--- config.mk ---
export PLATFORM = sky130hd
export DESIGN_NAME = bypass_fifo
export DESIGN_NICKNAME = d
export VERILOG_FILES = /design/src/rtl/bypass_fifo.sv
export SDC_FILE = /design/constraint.sdc
export NUM_CORES = 1
export LEC_CHECK = 0
export BUFFER_PORTS_ARGS = -buffer_cell sky130_fd_sc_hd__buf_2
export CORE_MARGIN = 4
export CORE_UTILIZATION = 45
export CTS_BUF_LIST = sky130_fd_sc_hd__clkbuf_8
export DETAILED_ROUTE_END_ITERATION = 10
export PLACE_DENSITY = 0.76
export SETUP_SLACK_MARGIN = 0.02
export SLEW_MARGIN = 40
export SYNTH_ARGS = -nofsm -noshare
export SYNTH_HDL_FRONTEND = slang
export SYNTH_SLANG_ARGS = --single-unit
export TNS_END_PERCENT = 30
--- constraint.sdc ---
create_clock -name clk -period 2 [get_ports clk]
set_clock_uncertainty 0.2 [all_clocks]
set_input_delay 0.1 -clock clk [delete_from_list [all_inputs] [get_ports clk]]
set_output_delay 0.1 -clock clk [all_outputs]
set_load 0.01 [all_outputs]
--- src/rtl/bypass_fifo.sv ---
// Bypass FIFO: enqueue is ordered before dequeue within a cycle, so a word
// written into an empty FIFO appears on the dequeue side in the same cycle.

module bypass_fifo #(
    parameter int N     = 8,
    parameter int DEPTH = 2
) (
    input  logic                       clk,
    input  logic                       rst_n,
    input  logic                       enq_en,
    input  logic [N-1:0]               enq_data,
    output logic                       enq_rdy,
    input  logic                       deq_en,
    output logic [N-1:0]               deq_data,
    output logic                       deq_rdy,
    input  logic                       clear,
    output logic [$clog2(DEPTH+1)-1:0] count
);

    localparam int CNT_W = $clog2(DEPTH + 1);
    localparam int PTR_W = (DEPTH > 1) ? $clog2(DEPTH) : 1;
    localparam logic [CNT_W-1:0] FULL_CNT = CNT_W'(DEPTH);
    localparam logic [PTR_W-1:0] LAST_PTR = PTR_W'(DEPTH - 1);

    logic [N-1:0]     r_mem [DEPTH];
    logic [PTR_W-1:0] r_rptr;
    logic [PTR_W-1:0] r_wptr;
    logic [CNT_W-1:0] r_count;

    logic w_empty;
    logic w_enq_fire;
    logic w_deq_fire;
    logic w_push;
    logic w_pop;

    // Wrap by explicit compare so DEPTH need not be a power of two.
    function automatic logic [PTR_W-1:0] next_ptr(input logic [PTR_W-1:0] ptr);
        return (ptr == LAST_PTR) ? '0 : ptr + PTR_W'(1);
    endfunction

    assign w_empty    = (r_count == '0);
    assign enq_rdy    = (r_count != FULL_CNT);
    assign w_enq_fire = enq_en & enq_rdy;
    assign deq_rdy    = ~w_empty | w_enq_fire;
    assign w_deq_fire = deq_en & deq_rdy;
    assign deq_data   = w_empty ? enq_data : r_mem[r_rptr];

    // A dequeue on an empty FIFO consumes the bypassed word, so nothing is stored or popped.
    assign w_push = w_enq_fire & ~(w_deq_fire & w_empty);
    assign w_pop  = w_deq_fire & ~w_empty;

    assign count = r_count;

    // NOTE: storage has no reset; pointers and count alone define which entries are valid.
    always_ff @(posedge clk) begin
        if (w_push) begin
            r_mem[r_wptr] <= enq_data;
        end
    end

    // Clear is evaluated last and overrides the same-cycle enqueue/dequeue updates.
    always_ff @(posedge clk or negedge rst_n) begin
        if (!rst_n) begin
            r_rptr  <= '0;
            r_wptr  <= '0;
            r_count <= '0;
        end else if (clear) begin
            r_rptr  <= '0;
            r_wptr  <= '0;
            r_count <= '0;
        end else begin
            if (w_push) begin
                r_wptr <= next_ptr(r_wptr);
            end
            if (w_pop) begin
                r_rptr <= next_ptr(r_rptr);
            end
            if (w_push && !w_pop) begin
                r_count <= r_count + CNT_W'(1);
            end else if (w_pop && !w_push) begin
                r_count <= r_count - CNT_W'(1);
            end
        end
    end

endmodule

**Word level (Yosys, flattened, before mapping)**

Memories as Yosys holds them, arrays and structs flattened.
Cells that the tools add are included.

- Eq/ne operators: 1
- Bitwise gates (word level): 8
- Add/sub/neg operators: 4
- Multiplexer cells: 12
- Reduce and logical (&&, ||, !) cells: 8

Operator list:

| kind | count |
|---|---|
| $mux W1 | 8 |
| $mux W8 | 1 |
| $mux W2 | 3 |
| $and A1 B1 Y1 | 5 |
| $reduce_bool A2 Y1 | 2 |
| $reduce_bool A3 Y1 | 1 |
| $add A1 B1 Y1 const B | 2 |
| $add A2 B1 Y2 const B | 1 |
| $logic_and A1 B1 Y1 | 2 |
| $logic_not A1 Y1 | 2 |
| $logic_not A2 Y1 | 1 |
| $ne A2 B2 Y1 const B | 1 |
| $not A1 Y1 | 2 |
| $sub A2 B1 Y2 const B | 1 |
| $or A1 B1 Y1 | 1 |

- Memories kept: 1
- RAM bits: 16
- Output and inout bits: 12
- Word-level logic and storage cells: 37
- Bits in registers: 4

Memory list:

| name | depth | bits a word | read ports | clocked after memory_dff | write ports | line | text |
|---|---|---|---|---|---|---|---|
| r_mem | 2 | 8 | 1 | 0 | 1 | 25 | `logic [N-1:0] r_mem [DEPTH];` |

**Logic depth before layout (Yosys ltp)**

Gate-level depths: netlist of run 1.

- Word-level depth: 12
- Gate-level depth with buffers: 6

**Worst setup path before layout of run 1**

Ideal clock, no wire load.

- Path kind: register to register
- Start point: register r_count[1] (netlist: count[1])
- End point: memory r_mem[1][0] (enable)
- Period minus slack after synthesis: 1,627 ps
- Setup slack: 373 ps
- Arrival time: 1,056 ps
- Data required time: 1,430 ps
- Setup time: 370 ps
- Stages on the path, launching flop included: 4
- Path buffers: 0
- Path through: dfrtp_1 -> nor2_1 -> o21ai_2 -> nor2_1

- Longest elaborated chain between the ends: 9
- Elaborated cells between the ends (all ways): 11

Ends and longest elaborated chain:

| element | line | text |
|---|---|---|
| start: declaration | 28 | `logic [CNT_W-1:0] r_count;` |
| start signal: assignment | 79 | `r_count <= r_count + CNT_W'(1);` |
| start signal: assignment | 81 | `r_count <= r_count - CNT_W'(1);` |
| $ne A2 B2 Y1 / $logic_not A2 Y1 (equally long branches) | 42, 41 |  |
| $and A1 B1 Y1 / $not A1 Y1 (equally long branches) | 43, 44 |  |
| $or A1 B1 Y1 | 44 | `assign deq_rdy = ~w_empty \| w_enq_fire;` |
| $and A1 B1 Y1 | 45 | `assign w_deq_fire = deq_en & deq_rdy;` |
| $and A1 B1 Y1 | 49 | `assign w_push = w_enq_fire & ~(w_deq_fire & w_empty);` |
| $not A1 Y1 | 49 |  |
| $and A1 B1 Y1 * | 49 |  |
| $mux W1 * | 56 | `if (w_push) begin` |
| $mux W1 (not written as such) * | 57 | `r_mem[r_wptr] <= enq_data;` |
| end: declaration | 25 |  |

Every way passes the cells marked *; elsewhere a longest branch is shown, timed or not.

**Final worst setup path of run 1**

- Start point: register r_count[0] (netlist: count[0])
- End point: output deq_data[3]

- Longest elaborated chain between the ends: 2

Ends and longest elaborated chain:

| element | line | text |
|---|---|---|
| $logic_not A2 Y1 | 41 | `assign w_empty = (r_count == '0);` |
| $mux W8 | 46 | `assign deq_data = w_empty ? enq_data : r_mem[r_rptr];` |
| end: declaration | 14 | `output logic [N-1:0] deq_data,` |

Every way passes these cells.

==> report_table.html, run 1 <==
<table>
<tr><th>Metric</th><th>Value</th></tr>
<tr><th colspan="2">Outcome</th></tr>
<tr><td>Outcome</td><td>finished, final reports clean</td></tr>
<tr><th colspan="2">Routing</th></tr>
<tr><td>Vias/cell</td><td>4.74</td></tr>
<tr><td>Remaining number of nets flagged by the antenna check after routing</td><td>0</td></tr>
<tr><td>Violation count after the first detailed-routing iteration</td><td>12</td></tr>
<tr><td>First-pass DRT Iterations</td><td>4</td></tr>
<tr><td>Via count</td><td>644</td></tr>
<tr><td>Detail-routed net length per standard cell</td><td>12.1 um</td></tr>
<tr><td>Total wirelength of the detailed-routed design</td><td>1650 um</td></tr>
<tr><td>Post-route DRC</td><td>0</td></tr>
<tr><th colspan="2">Critical path</th></tr>
<tr><td>Endpoint required time on the critical path</td><td>1.70 ns</td></tr>
<tr><td>WP data arrival</td><td>1.51 ns</td></tr>
<tr><td>Endpoint type of the worst setup path</td><td>primary output</td></tr>
<tr><td>Crit-path slowest cell</td><td>sky130_fd_sc_hd__dfrtp_1</td></tr>
<tr><td>Critical-path maximum fanout</td><td>16</td></tr>
<tr><td>Classification of the worst setup path</td><td>reg2out</td></tr>
<tr><td>Critical path launch point type</td><td>flop</td></tr>
<tr><td>Cell family with the largest share of critical-path delay</td><td>simple AND/OR/NAND/NOR gates</td></tr>
<tr><td>Slowest stage delay, CP</td><td>0.47 ns</td></tr>
<tr><td>Buffers and inverters on the worst path</td><td>1</td></tr>
<tr><td>List of cells traversed by the critical path</td><td>or2_2 -&gt; nor2_1 -&gt; a21oi_1 -&gt; buf_2</td></tr>
<tr><th colspan="2">Global routing</th></tr>
<tr><td>Vias in the first global route</td><td>651</td></tr>
<tr><td>Wire length of the first global-routing pass</td><td>2580 um</td></tr>
<tr><td>Overflow after GRT</td><td>0</td></tr>
<tr><td>Pin count of the biggest net entering global routing</td><td>17</td></tr>
<tr><td>Number of antenna violations at the first check in global routing</td><td>0</td></tr>
<tr><td>Global router's overall resource usage</td><td>13.2%</td></tr>
<tr><th colspan="2">Synthesis</th></tr>
<tr><td>Nets in the synthesized netlist</td><td>84</td></tr>
<tr><td>Mapped Area</td><td>912 um^2</td></tr>
<tr><td>#FFs+latches synth</td><td>20</td></tr>
<tr><td>Syn Area/Cell</td><td>12.8 um^2</td></tr>
<tr><td>Yosys warnings</td><td>0</td></tr>
<tr><td>Post-synthesis compound-gate area fraction</td><td>8.92%</td></tr>
<tr><td>Xor/xnor cell area share of the yosys netlist</td><td>1.92%</td></tr>
<tr><td>Sequential cell area fraction in the yosys report</td><td>63.6%</td></tr>
<tr><td>Cell count after synthesis</td><td>71</td></tr>
<tr><td>Adder-Cell Fraction of Synth Area</td><td>0%</td></tr>
<tr><td>Post-synth cell types</td><td>20</td></tr>
<tr><td>Simple-gate share of the synthesized area</td><td>10.8%</td></tr>
<tr><td>Main combinational cell family by area after synthesis</td><td>simple AND/OR/NAND/NOR gates</td></tr>
<tr><td>Portion of netlist area occupied by mux cells</td><td>10.0%</td></tr>
<tr><th colspan="2">Placement</th></tr>
<tr><td>RD Place Congestion</td><td>0.739</td></tr>
<tr><td>Buffers added on ports</td><td>24</td></tr>
<tr><td>Dpl hpwl</td><td>1120 um</td></tr>
<tr><td>Pre-CTS worst setup slack</td><td>0.409 ns</td></tr>
<tr><th colspan="2">CTS</th></tr>
<tr><td>Clock root buffer master</td><td>sky130_fd_sc_hd__clkbuf_8</td></tr>
<tr><td>Number of clock buffers inserted by TritonCTS</td><td>3</td></tr>
<tr><td>Clock tree from TritonCTS</td><td>done</td></tr>
<tr><td>H-tree levels</td><td>1</td></tr>
<tr><td>Sinks on Clock Net</td><td>20</td></tr>
<tr><td>Reg clk slew, reported paths</td><td>0.07 ns</td></tr>
<tr><td>Skew-Pair Late Insertion Delay</td><td>0.25 ns</td></tr>
<tr><td>CTS Buffer Depth</td><td>2</td></tr>
<tr><td>Post-CTS setup repair buffer count</td><td>0</td></tr>
<tr><th colspan="2">Final layout</th></tr>
<tr><td>Number of inserted diodes</td><td>0</td></tr>
<tr><td>Fin nets</td><td>123</td></tr>
<tr><td>Sequential cell area</td><td>581 um^2</td></tr>
<tr><td>Synthesis-to-layout area growth</td><td>32.4%</td></tr>
<tr><td>Count of fill cells added during filler insertion</td><td>173</td></tr>
<tr><td>Fraction of final layout cells with drive strength greater than 1</td><td>30.3%</td></tr>
<tr><td>Total area of multi-input combinational cells</td><td>289 um^2</td></tr>
<tr><th colspan="2">Floorplanning</th></tr>
<tr><td>Die Footprint</td><td>2810 um^2</td></tr>
<tr><td>Die span in x</td><td>53.0 um</td></tr>
<tr><td>Std-Cell Core Area</td><td>1940 um^2</td></tr>
<tr><td>Standard-cell row count</td><td>16</td></tr>
<tr><td>Starting utilization of the core area</td><td>47.0%</td></tr>
<tr><td>Die span in y</td><td>53.0 um</td></tr>
<tr><td>Boundary pin count</td><td>25</td></tr>
<tr><th colspan="2">STA</th></tr>
<tr><td>Count of final setup violators</td><td>0</td></tr>
<tr><td>Unrepaired setup endpoints after global routing</td><td>no</td></tr>
<tr><td>F_max</td><td>552 MHz</td></tr>
<tr><td>Worst-margin pin slew</td><td>0.489 ns</td></tr>
<tr><td>Final Max Tran Viols</td><td>0</td></tr>
<tr><td>Minimum clock period</td><td>1.81 ns</td></tr>
<tr><td>Sum Neg Setup Slack</td><td>0 ns</td></tr>
<tr><td>Final Hold Vio Count</td><td>0</td></tr>
<tr><td>Setup WS post-layout</td><td>0.189 ns</td></tr>
<tr><td>Worst slew margin</td><td>67.4%</td></tr>
<tr><td>Final Cycle Share</td><td>90.6%</td></tr>
<tr><th colspan="2">Power</th></tr>
<tr><td>Maximum ir drop on the vdd rail</td><td>0.423 mV</td></tr>
<tr><td>Total power density per cell area</td><td>742 nW/um^2</td></tr>
<tr><td>Leakage dissipation</td><td>0.481 nW</td></tr>
<tr><th colspan="2">Worst hold path</th></tr>
<tr><td>Worst min-delay path category</td><td>in2reg</td></tr>
<tr><th colspan="2">Run</th></tr>
<tr><td>Max Cap Violations</td><td>0</td></tr>
</table>
## worst register-to-register path: stages, from the launching register on
cell and delay, ns:
sky130_fd_sc_hd__dfrtp_1 0.47, sky130_fd_sc_hd__nand2b_1 0.21, sky130_fd_sc_hd__a21o_1 0.17, sky130_fd_sc_hd__a21oi_1 0.12, sky130_fd_sc_hd__dlygate4sd3_1 0.56
## cells by family after synthesis
logic type | after synthesis
mux | 9
flops | 20
simple gates | 21
compound gates | 14
xor+xnor | 2
buf+inv | 5
## synthesized netlist by cell type (all sizes together)
library cell,count,share of area [%]
o21ai,2,1.5
inv,1,0.41
mux2,1,1.2
nand3b,1,0.82
or3,1,0.82
a21oi,9,4.9
edfxtp,16,53
or2,1,0.69
buf,4,4.3
nand2b,2,1.4
a211oi,2,1.6
mux2i,8,8.8
nor3b,1,0.82
nand3,1,0.55
xor2,2,1.9
a21o,1,0.82
nor2,14,5.8
dfrtp,4,11
## per-stage QoR
stage                     util, %  cell area [um^2]  hold slack, ns  power [mW]  std cells
after detailed placement     53.7              1040          -0.289       0.633        120
after CTS                    62.2              1210          0.0314       0.900        136
after floorplan                 -               912          -0.396       0.586         71
after global placement       53.7              1040          -0.293       0.628        120
after global routing         62.2              1210          0.0563       0.946        136
final                        62.2              1210          0.0374       0.896        136
## timing repair
item / CTS / global route
setup endpoints to repair: 0 / 8
hold buffers: 12 / 0
resized for setup: 0 / 1
hold endpoints to repair: 23 / 0
## worst paths after layout
check                                      from                    to  slack, ns  depth (start not counted)
max in group asynchronous                 rst_n    r_rptr$_DFFE_PN0P_       0.89                          3
min in group asynchronous                 rst_n    r_wptr$_DFFE_PN0P_       0.54                          3
hold / removal                           deq_en  count[0]$_DFFE_PN0P_       0.04                          3
hold reg to reg            count[0]$_DFFE_PN0P_  count[0]$_DFFE_PN0P_       0.44                          1
setup reg to reg           count[0]$_DFFE_PN0P_  count[1]$_DFFE_PN0P_       0.22                          4
setup / recovery           count[0]$_DFFE_PN0P_           deq_data[3]       0.19                          4
## flip-flops by register name (all words and copies together) (netlist names)
signal  cells
r_rptr      1
count       2
r_mem      16
r_wptr      1
## per-layer routing
metal | wire length (um) | part of all wire, % | vias up | GRT usage (%)
met5 | 0 | 0 | - | 0
met4 | 7 | 0.42 | 0 | 6.38
met3 | 59 | 3.6 | 2 | 3.38
met2 | 847 | 51 | 14 | 23.6
met1 | 737 | 45 | 299 | 14.4
li1 | - | - | 329 | -
## area by class of cell
| type | count | share of cell area [%] |
|---|---|---|
| multi-input combinational | 46 | 23.9 |
| timing repair buffer | 38 | 21.1 |
| inverter | 1 | 0.311 |
| clock inverter | 1 | 0.311 |
| clock buffer | 3 | 3.42 |
| tap | 27 | 2.80 |
| sequential | 20 | 48.1 |
## cell usage in the layout (no fill, tap or decap), types with 3 or more instances in the layout
cell	instances
sky130_fd_sc_hd__buf_2	24
sky130_fd_sc_hd__edfxtp_1	16
sky130_fd_sc_hd__nor2_1	14
sky130_fd_sc_hd__dlygate4sd3_1	12
sky130_fd_sc_hd__a21oi_1	9
sky130_fd_sc_hd__mux2i_1	8
sky130_fd_sc_hd__dfrtp_1	4
sky130_fd_sc_hd__clkbuf_8	3
## where the power goes
group | total [mW] | internal, mW | switching [mW]
sequential | 0.491 | 0.474 | 0.0169
combinational | 0.149 | 0.0744 | 0.0744
clock | 0.256 | 0.136 | 0.120
total | 0.896 | 0.684 | 0.211
Note: power is estimated with default switching activity, not from simulation.
==> run 2: changes to the inputs <==
- CORE_UTILIZATION: 45 -> 25
- PLACE_DENSITY: 0.76 -> 0.5
==> run 2 against run 1 <==
- hold slack gained 0.0065 ns
- core utilization shrank 26 points
- global-route usage shrank 4.2 points
- die area grew 66%
- sequential share of layout area shrank 2.0 points
- combinational power is essentially flat
- clock-buffer cell count is the same
==> report_table.html, run 2 (same netlist as run 1, synthesis figures left out) <==
<table>
<tr><th>Metric</th><th>Value</th></tr>
<tr><th colspan="2">Final layout</th></tr>
<tr><td>Fraction of final layout cells with drive strength greater than 1</td><td>31.2% (+0.92 points)</td></tr>
<tr><td>Most frequent cells in the layout</td><td>24 x sky130_fd_sc_hd__buf_2, 16 x sky130_fd_sc_hd__edfxtp_1, 14 x sky130_fd_sc_hd__nor2_1, 12 x sky130_fd_sc_hd__dlygate4sd3_1, 9 x sky130_fd_sc_hd__a21oi_1</td></tr>
<tr><td>Most common cell after layout, fill and taps aside</td><td>sky130_fd_sc_hd__buf_2</td></tr>
<tr><td>Number of flip-flops under the largest register name</td><td>16 (unchanged)</td></tr>
<tr><td>Synthesis-to-layout area growth</td><td>38.1%</td></tr>
<tr><td>Number of inserted diodes</td><td>0 (unchanged)</td></tr>
<tr><td>Register with the most flip-flops</td><td>r_mem</td></tr>
<tr><td>Count of placed standard cells in the final layout, fillers left out</td><td>155 (+14%)</td></tr>
<tr><td>Fin nets</td><td>123 (unchanged)</td></tr>
<tr><th colspan="2">Power</th></tr>
<tr><td>Leakage dissipation</td><td>0.490 nW (+1.7%)</td></tr>
<tr><td>Total power density per cell area</td><td>825 nW/um^2 (+11%)</td></tr>
<tr><td>Part of the total power dissipated in the clock network</td><td>38.1% (+9.5 points)</td></tr>
<tr><td>Relative contribution of combinational cells to total power</td><td>14.6% (-2.0 points)</td></tr>
<tr><td>Relative contribution of sequential cells to total power</td><td>47.3% (-7.5 points)</td></tr>
<tr><td>Maximum ir drop on the vdd rail</td><td>0.388 mV (-8.3%)</td></tr>
<tr><td>Switching power summed over all nets</td><td>223 uW (+5.4%)</td></tr>
<tr><td>Switching portion of total power</td><td>21.4% (-2.2 points)</td></tr>
<tr><td>Int Pwr</td><td>816 uW (+19%)</td></tr>
<tr><td>Sum of internal, switching and leakage power</td><td>1.04 mW (+16%)</td></tr>
<tr><th colspan="2">CTS</th></tr>
<tr><td>H-tree levels</td><td>1 (unchanged)</td></tr>
<tr><td>Sinks on Clock Net</td><td>20 (unchanged)</td></tr>
<tr><td>Number of clock buffers inserted by TritonCTS</td><td>3 (unchanged)</td></tr>
<tr><td>Clock tree from TritonCTS</td><td>done</td></tr>
<tr><td>CTS Buffer Depth</td><td>2 (unchanged)</td></tr>
<tr><td>Clock root buffer master</td><td>sky130_fd_sc_hd__clkbuf_8</td></tr>
<tr><td>Skew-Pair Late Insertion Delay</td><td>0.25 ns (about the same)</td></tr>
<tr><td>Reg clk slew, reported paths</td><td>0.07 ns (about the same)</td></tr>
<tr><td>Post-CTS setup repair buffer count</td><td>0 (unchanged)</td></tr>
<tr><th colspan="2">Critical path</th></tr>
<tr><td>Destination of the critical timing path</td><td>count[1]$_DFFE_PN0P_</td></tr>
<tr><td>Critical-path maximum fanout</td><td>10 (-6)</td></tr>
<tr><td>Classification of the worst setup path</td><td>reg2reg</td></tr>
<tr><td>Launch point of the worst path</td><td>count[0]$_DFFE_PN0P_</td></tr>
<tr><td>Worst reg2reg path depth</td><td>4 (unchanged)</td></tr>
<tr><td>Crit-path slowest cell</td><td>sky130_fd_sc_hd__dlygate4sd3_1</td></tr>
<tr><td>Endpoint type of the worst setup path</td><td>flop</td></tr>
<tr><td>WP data arrival</td><td>1.79 ns (+0.28 ns)</td></tr>
<tr><td>Critical path launch point type</td><td>flop</td></tr>
<tr><td>Slowest stage delay, CP</td><td>0.55 ns (+0.08 ns)</td></tr>
<tr><td>Endpoint required time on the critical path</td><td>1.99 ns (+0.29 ns)</td></tr>
<tr><td>Worst setup slack for register-to-register paths</td><td>0.20 ns (-0.02 ns)</td></tr>
<tr><td>Worst r2r dst</td><td>count[1]$_DFFE_PN0P_</td></tr>
<tr><td>Critical R2R Launch</td><td>count[0]$_DFFE_PN0P_</td></tr>
<tr><td>List of cells traversed by the critical path</td><td>nand2b_1 -&gt; a21o_1 -&gt; a21oi_1 -&gt; dlygate4sd3_1</td></tr>
<tr><th colspan="2">Global routing</th></tr>
<tr><td>Overflow after GRT</td><td>0 (unchanged)</td></tr>
<tr><td>Number of antenna violations at the first check in global routing</td><td>0 (unchanged)</td></tr>
<tr><td>Global router's overall resource usage</td><td>9.03% (-4.2 points)</td></tr>
<tr><td>Vias in the first global route</td><td>666 (+2.3%)</td></tr>
<tr><td>Wire length of the first global-routing pass</td><td>3040 um (+18%)</td></tr>
<tr><td>Pin count of the biggest net entering global routing</td><td>17 (unchanged)</td></tr>
<tr><th colspan="2">Routing</th></tr>
<tr><td>Remaining number of nets flagged by the antenna check after routing</td><td>0 (unchanged)</td></tr>
<tr><td>Via count</td><td>637 (-1.1%)</td></tr>
<tr><td>First-pass DRT Iterations</td><td>4 (unchanged)</td></tr>
<tr><td>Violation count after the first detailed-routing iteration</td><td>11 (-1)</td></tr>
<tr><td>Detail-routed net length per standard cell</td><td>11.8 um (-3.1%)</td></tr>
<tr><td>Vias/cell</td><td>4.11 (-13%)</td></tr>
<tr><td>Post-route DRC</td><td>0 (unchanged)</td></tr>
<tr><td>Total wirelength of the detailed-routed design</td><td>1820 um (+10%)</td></tr>
<tr><th colspan="2">STA</th></tr>
<tr><td>Unrepaired setup endpoints after global routing</td><td>no</td></tr>
<tr><td>F_max</td><td>556 MHz (+0.76%)</td></tr>
<tr><td>Final Hold Vio Count</td><td>0 (unchanged)</td></tr>
<tr><td>Count of final setup violators</td><td>0 (unchanged)</td></tr>
<tr><td>Sum Neg Setup Slack</td><td>0 ns (unchanged)</td></tr>
<tr><td>Worst slew margin</td><td>64.0% (-3.5 points)</td></tr>
<tr><td>Setup WS post-layout</td><td>0.202 ns (+0.0136 ns)</td></tr>
<tr><td>Final Max Tran Viols</td><td>0 (unchanged)</td></tr>
<tr><td>Worst-margin pin slew</td><td>0.541 ns (+0.0518 ns)</td></tr>
<tr><td>Final Cycle Share</td><td>89.9% (-0.68 points)</td></tr>
<tr><td>Minimum clock period</td><td>1.80 ns (-0.0136 ns)</td></tr>
<tr><th colspan="2">Placement</th></tr>
<tr><td>RD Place Congestion</td><td>0.750 (+1.5%)</td></tr>
<tr><td>Dpl hpwl</td><td>1230 um (+9.5%)</td></tr>
<tr><td>Placed instance count</td><td>139 (+16%)</td></tr>
<tr><td>Pre-CTS worst setup slack</td><td>0.317 ns (-0.0915 ns)</td></tr>
<tr><td>Buffers added on ports</td><td>24 (unchanged)</td></tr>
<tr><th colspan="2">Floorplanning</th></tr>
<tr><td>Std-Cell Core Area</td><td>3440 um^2 (+77%)</td></tr>
<tr><td>Die span in x</td><td>68.4 um (+29%)</td></tr>
<tr><td>Starting utilization of the core area</td><td>26.5% (-20 points)</td></tr>
<tr><td>Boundary pin count</td><td>25 (unchanged)</td></tr>
<tr><td>Die Footprint</td><td>4680 um^2 (+66%)</td></tr>
<tr><td>Standard-cell row count</td><td>21 (+5)</td></tr>
<tr><td>Die span in y</td><td>68.4 um (+29%)</td></tr>
<tr><th colspan="2">Run</th></tr>
<tr><td>Max Cap Violations</td><td>0 (unchanged)</td></tr>
<tr><th colspan="2">Worst hold path</th></tr>
<tr><td>Worst min-delay path category</td><td>in2reg</td></tr>
<tr><th colspan="2">Outcome</th></tr>
<tr><td>Outcome</td><td>finished, final reports clean</td></tr>
</table>
[run 2: layout make-up]
cell class	instances	area, um^2
clock inverter	1	30.0
timing repair buffer	38	255
multi-input combinational	46	292
tap	46	57.6
inverter	1	3.75
clock buffer	3	41.3
sequential	20	581
fill	347	2180
[run 2: power by group through the flow]
stage	registers (mW)	logic [mW]	clock network, mW
after CTS	0.491	0.153	0.413
after floorplan	0.490	0.0955	0
after global placement	0.499	0.134	0
after global routing	0.495	0.173	0.434
final	0.491	0.152	0.396
after detailed placement	0.500	0.136	0
[run 2: stage by stage]
stage | hold slack [ns] | util (%) | area [um^2]
2_1_floorplan | -0.396 | - | 912
3_3_place_gp | -0.284 | 31.0 | 1070
3_5_place_dp | -0.280 | 31.0 | 1070
4_1_cts | 0.0411 | 36.5 | 1260
5_1_grt | 0.0550 | 36.6 | 1260
6_report | 0.0439 | 36.6 | 1260
[run 2: worst min path at each step]
stage,startpoint,end,cells past startpoint
floorplan,rst_n,count[0]$_DFFE_PN0P_,0
global placement,rst_n,count[1]$_DFFE_PN0P_,1
detailed placement,rst_n,count[0]$_DFFE_PN0P_,1
CTS,deq_en,count[0]$_DFFE_PN0P_,3
global route,deq_en,count[0]$_DFFE_PN0P_,3
finish,deq_en,count[0]$_DFFE_PN0P_,3
[run 2: critical path: cells and delay by family, from the launching register on]
kind	cells	cell delay, ns
flops	1	0.49
compound gates	2	0.29
simple gates	1	0.21
buf+inv	1	0.55
[run 2: routing by layer]
| layer | routed length [um] | share of wire, % | vias to the layer above | global-route usage [%] |
|---|---|---|---|---|
| li1 | - | - | 330 | - |
| met1 | 820 | 45 | 282 | 10.5 |
| met2 | 845 | 46 | 20 | 14.9 |
| met3 | 136 | 7.5 | 5 | 3.78 |
| met4 | 20 | 1.1 | 0 | 2.98 |
| met5 | 0 | 0 | - | 0 |
[run 2: what timing repair did]
| action | 4_1_cts | 5_1_grt |
|---|---|---|
| endpoints found under the setup margin | 0 | 8 |
| endpoints found under the hold margin | 23 | 0 |
| resized for setup | 0 | 2 |
| hold buffers | 12 | 0 |
